<file path="config.mk">
export PLATFORM = sky130hd
export DESIGN_NAME = branch_predictor
export DESIGN_NICKNAME = d
export VERILOG_FILES = /design/src/rtl/branch_predictor.sv
export SDC_FILE = /design/constraint.sdc
export NUM_CORES = 1
export LEC_CHECK = 0
export BUFFER_PORTS_ARGS = -buffer_cell sky130_fd_sc_hd__buf_4
export CAP_MARGIN = 25
export CORE_ASPECT_RATIO = 0.8
export CORE_UTILIZATION = 35
export DETAILED_ROUTE_END_ITERATION = 6
export PLACE_DENSITY = 0.52
export SLEW_MARGIN = 10
export SYNTH_ARGS = -nofsm -noshare
export SYNTH_HDL_FRONTEND = slang
export SYNTH_SLANG_ARGS = --single-unit
</file>
<file path="constraint.sdc">
create_clock -name clk -period 4.27 [get_ports clk]
set_clock_uncertainty 0.05 [all_clocks]
set_input_delay 0.854 -clock clk [delete_from_list [all_inputs] [get_ports clk]]
set_output_delay 0.854 -clock clk [all_outputs]
set_load 0.05 [all_outputs]
</file>
<file path="src/rtl/branch_predictor.sv">
// ---------------------------------------------------------------------------
// branch_predictor
//
// Direct-mapped branch target buffer. Each entry has a 2-bit saturating
// direction counter. Lookup happens in the fetch stage and is purely
// combinational. A single resolve port updates the table on the next rising
// edge. The same port reports a mispredict and the redirect address
// combinationally.
//
// Ports
//   clk                 clock, all state changes on the rising edge
//   reset               synchronous, active-high
//   lookup_pc           fetch-stage PC
//   take_branch         predict taken for lookup_pc
//   branch_predict      predicted next fetch address
//   update_valid        a conditional branch resolved this cycle
//   update_pc           address of the resolved branch
//   update_taken        actual outcome
//   update_target       actual taken target
//   update_pred_taken   prediction carried down the pipe with the branch
//   update_pred_target  target carried down the pipe with the branch
//   flush               mispredict, the PC must redirect
//   branch_address      redirect address, meaningful only while flush=1
//   branch_count        resolved-branch counter (wraps)
//   mispredict_count    mispredict counter (wraps)
// ---------------------------------------------------------------------------
module branch_predictor #(
  parameter int ADDR_WIDTH = 16,
  parameter int INDEX_BITS = 4
) (
  input  logic                  clk,
  input  logic                  reset,
  input  logic [ADDR_WIDTH-1:0] lookup_pc,
  output logic                  take_branch,
  output logic [ADDR_WIDTH-1:0] branch_predict,
  input  logic                  update_valid,
  input  logic [ADDR_WIDTH-1:0] update_pc,
  input  logic                  update_taken,
  input  logic [ADDR_WIDTH-1:0] update_target,
  input  logic                  update_pred_taken,
  input  logic [ADDR_WIDTH-1:0] update_pred_target,
  output logic                  flush,
  output logic [ADDR_WIDTH-1:0] branch_address,
  output logic [15:0]           branch_count,
  output logic [15:0]           mispredict_count
);

  localparam int ENTRIES = 1 << INDEX_BITS;
  localparam int TAG_W   = ADDR_WIDTH - INDEX_BITS - 1;

  typedef logic [INDEX_BITS-1:0] index_t;
  typedef logic [TAG_W-1:0]      tag_t;

  localparam logic [1:0] CTR_WEAK_NT = 2'b01;
  localparam logic [1:0] CTR_WEAK_T  = 2'b10;

  logic                  valid_q  [ENTRIES];
  logic [1:0]            ctr_q    [ENTRIES];
  tag_t                  tag_q    [ENTRIES];
  logic [ADDR_WIDTH-1:0] target_q [ENTRIES];

  // Bit 0 is dropped because instructions are 2-byte aligned.
  index_t lookup_idx;
  tag_t   lookup_tag;
  index_t update_idx;
  tag_t   update_tag;
  logic   lookup_hit;
  logic   update_hit;
  logic   update_en;
  logic [1:0] ctr_next;

  assign lookup_idx = lookup_pc[INDEX_BITS:1];
  assign lookup_tag = lookup_pc[ADDR_WIDTH-1:INDEX_BITS+1];
  assign update_idx = update_pc[INDEX_BITS:1];
  assign update_tag = update_pc[ADDR_WIDTH-1:INDEX_BITS+1];

  // ---------------- lookup ----------------
  // The arrays are read here before the edge, so a same-cycle update to the
  // same index is only visible to the lookup in the following cycle.
  assign lookup_hit     = valid_q[lookup_idx] && (tag_q[lookup_idx] == lookup_tag);
  assign take_branch    = lookup_hit && ctr_q[lookup_idx][1];
  assign branch_predict = take_branch ? target_q[lookup_idx]
                                      : lookup_pc + ADDR_WIDTH'(2);

  // ---------------- resolve ----------------
  assign update_en  = update_valid && !reset;
  assign update_hit = valid_q[update_idx] && (tag_q[update_idx] == update_tag);

  assign flush = update_en &&
                 ((update_taken != update_pred_taken) ||
                  (update_taken && (update_target != update_pred_target)));

  assign branch_address = update_taken ? update_target
                                       : update_pc + ADDR_WIDTH'(2);

  // Saturating step of the resolved entry's counter.
  always_comb begin
    ctr_next = ctr_q[update_idx];
    if (update_taken && ctr_q[update_idx] != 2'b11) begin
      ctr_next = ctr_q[update_idx] + 2'd1;
    end else if (!update_taken && ctr_q[update_idx] != 2'b00) begin
      ctr_next = ctr_q[update_idx] - 2'd1;
    end
  end

  // Valid bits and counters carry the reset state.
  // NOTE: sequential state uses non-blocking assignments so that every read
  // in this cycle sees the pre-edge values.
  always_ff @(posedge clk) begin
    if (reset) begin
      for (int i = 0; i < ENTRIES; i++) begin
        valid_q[i] <= 1'b0;
        ctr_q[i]   <= CTR_WEAK_NT;
      end
    end else if (update_en) begin
      if (update_hit) begin
        ctr_q[update_idx] <= ctr_next;
      end else if (update_taken) begin
        valid_q[update_idx] <= 1'b1;
        ctr_q[update_idx]   <= CTR_WEAK_T;
      end
    end
  end

  // NOTE: tag and target storage is deliberately not reset. A cleared valid
  // bit makes its contents irrelevant, so it can map to plain RAM.
  // Both a hit and an allocation write the same fields when the branch is
  // taken. On a hit the tag is rewritten with its existing value.
  always_ff @(posedge clk) begin
    if (update_en && update_taken) begin
      tag_q[update_idx]    <= update_tag;
      target_q[update_idx] <= update_target;
    end
  end

  // ---------------- statistics ----------------
  always_ff @(posedge clk) begin
    if (reset) begin
      branch_count     <= '0;
      mispredict_count <= '0;
    end else if (update_en) begin
      branch_count <= branch_count + 16'd1;
      if (flush) begin
        mispredict_count <= mispredict_count + 16'd1;
      end
    end
  end

endmodule

</file>
==> impl_metrics.prom <==
# TYPE chip_impl_metric gauge
chip_impl_info{name="result_of_the_run",value="finished with violations"} 1
chip_impl_info{name="failed_checks",value="setup timing"} 1
chip_impl_metric{name="detail_route.vias_per_cell",unit=""} 5.65
chip_impl_metric{name="cellInternalPower",unit="mW"} 8.56
chip_impl_metric{name="grt.total_usage",unit="%"} 20.8
chip_impl_metric{name="drc",unit=""} 0
chip_impl_metric{name="fillerInstances",unit=""} 5898
chip_impl_metric{name="required",unit="ns"} 3.37
chip_impl_metric{name="worstRegToRegCells",unit=""} 10
chip_impl_metric{name="post-route-worst-setup-slack",unit="ns"} -0.169
chip_impl_info{name="most-common-layout-cells",value="sky130_fd_sc_hd__edfxtp_1, sky130_fd_sc_hd__buf_4, sky130_fd_sc_hd__mux4_2"} 1
chip_impl_metric{name="max_freq",unit="MHz"} 225
chip_impl_metric{name="design.die.area",unit="µm²"} 68200
chip_impl_metric{name="floorplan.io_pins",unit=""} 135
chip_impl_metric{name="area_delta_synth_final",unit="%"} 20.3
chip_impl_metric{name="placer_congestion_estimate",unit=""} 0.831
chip_impl_metric{name="measured_slew_at_the_worst_slew_check_pin",unit="ns"} 0.830
chip_impl_metric{name="clockPowerShare",unit="%"} 40.8
chip_impl_info{name="yosysTopAreaCell",value="sky130_fd_sc_hd__edfxtp_1"} 1
chip_impl_info{name="synth_top_flop_cell",value="sky130_fd_sc_hd__edfxtp_1"} 1
chip_impl_metric{name="period_share",unit="%"} 104
chip_impl_metric{name="grt_max_degree",unit=""} 65
chip_impl_metric{name="worst_hold_path.num_cells",unit=""} 2
chip_impl_metric{name="mappedNetlistArea",unit="µm²"} 23500
chip_impl_metric{name="cts-root-to-sink-buffers",unit=""} 3
chip_impl_metric{name="rows",unit=""} 84
chip_impl_info{name="cp-start-kind",value="input pin"} 1
chip_impl_metric{name="post_drt_wl_per_cell",unit="µm"} 27.9
chip_impl_metric{name="ant_nets",unit=""} 0
chip_impl_metric{name="core",unit="µm²"} 66000
chip_impl_metric{name="dp_hpwl",unit="µm"} 45000
chip_impl_metric{name="final_core_util",unit="%"} 42.8
chip_impl_metric{name="post_synth.cell_area_avg",unit="µm²"} 16.6
chip_impl_info{name="worst_path_max_delay_cell",value="sky130_fd_sc_hd__mux4_2"} 1
chip_impl_metric{name="drt_pre_antenna_iters",unit=""} 5
chip_impl_metric{name="total_leakage_power",unit="nW"} 9.61
chip_impl_metric{name="floorplan.initialDensity",unit="%"} 35.6
chip_impl_metric{name="detailroute.via_count",unit=""} 14338
chip_impl_metric{name="die_height",unit="µm"} 234
chip_impl_metric{name="drt_first_iter_violations",unit=""} 1446
chip_impl_info{name="r2r_start",value="tag_q[15][3]"} 1
chip_impl_metric{name="syn-instance-count",unit=""} 1411
chip_impl_metric{name="port-buffer-count",unit=""} 134
chip_impl_metric{name="register_area",unit="µm²"} 14900
chip_impl_metric{name="grt.overflow.total",unit=""} 0
chip_impl_info{name="critical_path_class",value="in2out"} 1
chip_impl_metric{name="cts_sinks",unit=""} 512
chip_impl_metric{name="final_period_minus_worst_setup_slack",unit="ns"} 4.44
chip_impl_metric{name="yosysWarnings",unit=""} 0
chip_impl_metric{name="ctsHoldBuffers",unit=""} 0
chip_impl_metric{name="timing.final.setup_violations",unit=""} 16
chip_impl_info{name="tritoncts",value="yes"} 1
chip_impl_metric{name="swShare",unit="%"} 23.9
chip_impl_metric{name="max_slew_margin",unit="%"} 44.2
chip_impl_metric{name="critical_path.max_fanout",unit=""} 8
chip_impl_metric{name="worst_ep_arrival_time",unit="ns"} 3.54
chip_impl_metric{name="wl",unit="µm"} 70900
chip_impl_info{name="worst_hold_startpoint",value="valid_q[14]"} 1
chip_impl_metric{name="cts-buffers-inserted",unit=""} 53
chip_impl_metric{name="hold_violations",unit=""} 0
chip_impl_metric{name="wire_length_of_the_first_global_routing_pass",unit="µm"} 102000
chip_impl_info{name="min_path_type",value="reg2reg"} 1
chip_impl_metric{name="diodes",unit=""} 0
chip_impl_metric{name="post_synth_num_cell_types",unit=""} 67
chip_impl_metric{name="critPathMaxStageDelay",unit="ns"} 0.49
chip_impl_metric{name="multiInputGateArea",unit="µm²"} 8000
chip_impl_info{name="leading_cell_type_in_the_layout_fill_and_taps_excluded",value="sky130_fd_sc_hd__edfxtp_1"} 1
chip_impl_metric{name="mappedNetlistNets",unit=""} 1489
chip_impl_metric{name="power_switching",unit="mW"} 2.68
chip_impl_metric{name="worst_setup_hold_path_clk_slew",unit="ns"} 0.06
chip_impl_metric{name="preCtsSetupSlack",unit="ns"} -0.300
chip_impl_metric{name="register_area_share_after_synthesis",unit="%"} 63.4
chip_impl_metric{name="antenna_violations_before_repair",unit=""} 0
chip_impl_metric{name="number_of_global_route_vias_before_repair",unit=""} 14157
chip_impl_metric{name="logic_pwr_share",unit="%"} 10.0
chip_impl_metric{name="cts_max_level",unit=""} 2
chip_impl_metric{name="power_per_cell_area",unit="nW/µm²"} 398
chip_impl_info{name="critical_path_launch_point",value="lookup_pc[2]"} 1
chip_impl_metric{name="synthDominantCellAreaShare",unit="%"} 59.3
chip_impl_info{name="crit_path_frequent_cell",value="sky130_fd_sc_hd__buf_8"} 1
chip_impl_metric{name="dieWidth",unit="µm"} 292
chip_impl_metric{name="power.sequential.fraction",unit="%"} 49.2
chip_impl_info{name="setup_repair_after_global_routing_missed_its_margin",value="true"} 1
chip_impl_info{name="crit_chain",value="buf_16, buf_12, mux4_2, mux2i_1, o21ai_0, o31ai_2, o211ai_1, nor3_4, buf_8, mux2_4, buf_8"} 1
chip_impl_info{name="ys_top_cells_by_area",value="sky130_fd_sc_hd__edfxtp_1, sky130_fd_sc_hd__mux4_2, sky130_fd_sc_hd__dfxtp_1"} 1
chip_impl_metric{name="number_of_maximum_capacitance_violations",unit=""} 0
chip_impl_info{name="worst_setup_path_end_kind",value="primary output"} 1
chip_impl_metric{name="share_of_cells_above_drive_strength_1",unit="%"} 32.7
chip_impl_info{name="ctsRootBufferMaster",value="sky130_fd_sc_hd__clkbuf_16"} 1
chip_impl_metric{name="synth_edf_count",unit=""} 464
chip_impl_metric{name="worst_vdd_drop",unit="mV"} 0.295
chip_impl_metric{name="design.final.nets",unit=""} 1711
chip_impl_metric{name="clk_latency",unit="ns"} 0.62
chip_impl_metric{name="finalMaxSlewViolations",unit=""} 0
chip_impl_metric{name="ys_seq_elements",unit=""} 512
chip_impl_metric{name="ys_async_sr_fraction",unit="%"} 0
[sequential cells by signal (all words and copies together), names as in the netlist]
signal / cells
branch_count: 16
valid_q: 16
ctr_q: 32
tag_q: 176
mispredict_count: 16
target_q: 256
[power groups by stage]
| stage | Sequential, mW | Clock [mW] | Combinational (mW) |
|---|---|---|---|
| 2_1_floorplan | 5.64 | 0 | 0.641 |
| 3_3_place_gp | 5.64 | 0 | 1.08 |
| 3_5_place_dp | 5.64 | 0 | 1.09 |
| 4_1_cts | 5.53 | 4.67 | 1.12 |
| 5_1_grt | 5.54 | 4.86 | 1.19 |
| 6_report | 5.53 | 4.59 | 1.13 |
[timing repair]
item	CTS	global route
setup buffers	6	1
cloned	3	0
resized for setup	47	7
pin swaps	11	7
setup endpoints to repair	17	17
[per-layer routing]
metal	GRT usage, %	wire length (µm)	vias up
met2	31.5	31800	619
met1	31.2	32700	7559
met5	0	0	-
met4	4.56	1220	0
met3	3.54	5190	76
li1	-	-	6084
[cells by family (layout without fill, tap and decap cells)]
logic type,Yosys count,in the layout,synth area share (%)
simple gates,280,280,6.08
buf+inv,133,400,3.02
mux,255,255,19.6
fa+ha+maj,9,9,0.479
flops,512,512,63.4
compound gates,132,132,4.05
xor+xnor,90,90,3.36
[cell usage after synthesis, drive strengths merged, types with 8 or more instances]
library cell,instances
a21oi,13
a221oi,8
a22oi,10
a41o,15
and2,14
and3,16
buf,49
clkbuf,45
dfxtp,48
edfxtp,464
ha,9
inv,39
mux2,31
mux2i,66
mux4,158
nand2,83
nand3,38
nand4,21
nor2,49
nor2b,14
nor3,22
o21ai,28
o22ai,21
xnor2,43
xor2,47
[worst max-delay path: cells and delay by family]
family,cells,cell delay (ns)
AO/OA/AOI/OAI,3,0.65
multiplexers,3,1.06
buffers and inverters,4,0.62
AND/OR/NAND/NOR,1,0.33
[final timing paths]
| check | endpoint | slack, ns |
|---|---|---|
| setup / recovery | branch_predict[9] | -0.17 |
| hold / removal | valid_q[14] | 0.43 |
| setup reg to reg | ctr_q[1][0] | 0.99 |
| hold reg to reg | valid_q[14] | 0.43 |
[metrics by stage]
stage               total power, mW  instances  hold slack (ns)  instance area, µm²  setup TNS (ns)
finish                         11.2       2538            0.434               28300           -2.55
global route                   11.6       2538            0.449               28300           -4.67
CTS                            11.3       2539            0.434               28300           -1.84
detailed placement             6.73       2430            0.424               26200           -4.34
global placement               6.72       2430            0.419               26200           -4.37
floorplan                      6.28       1411            0.395               23600          -0.228
[area by class of cell]
type	instances	area share, %
Clock buffer	68	4.97
Clock inverter	32	1.07
Inverter	39	0.518
Multi-Input combinational cell	766	28.3
Sequential cell	512	52.7
Tap cell	860	3.81
Timing Repair Buffer	261	8.61
(Power assumes the default switching activity.)
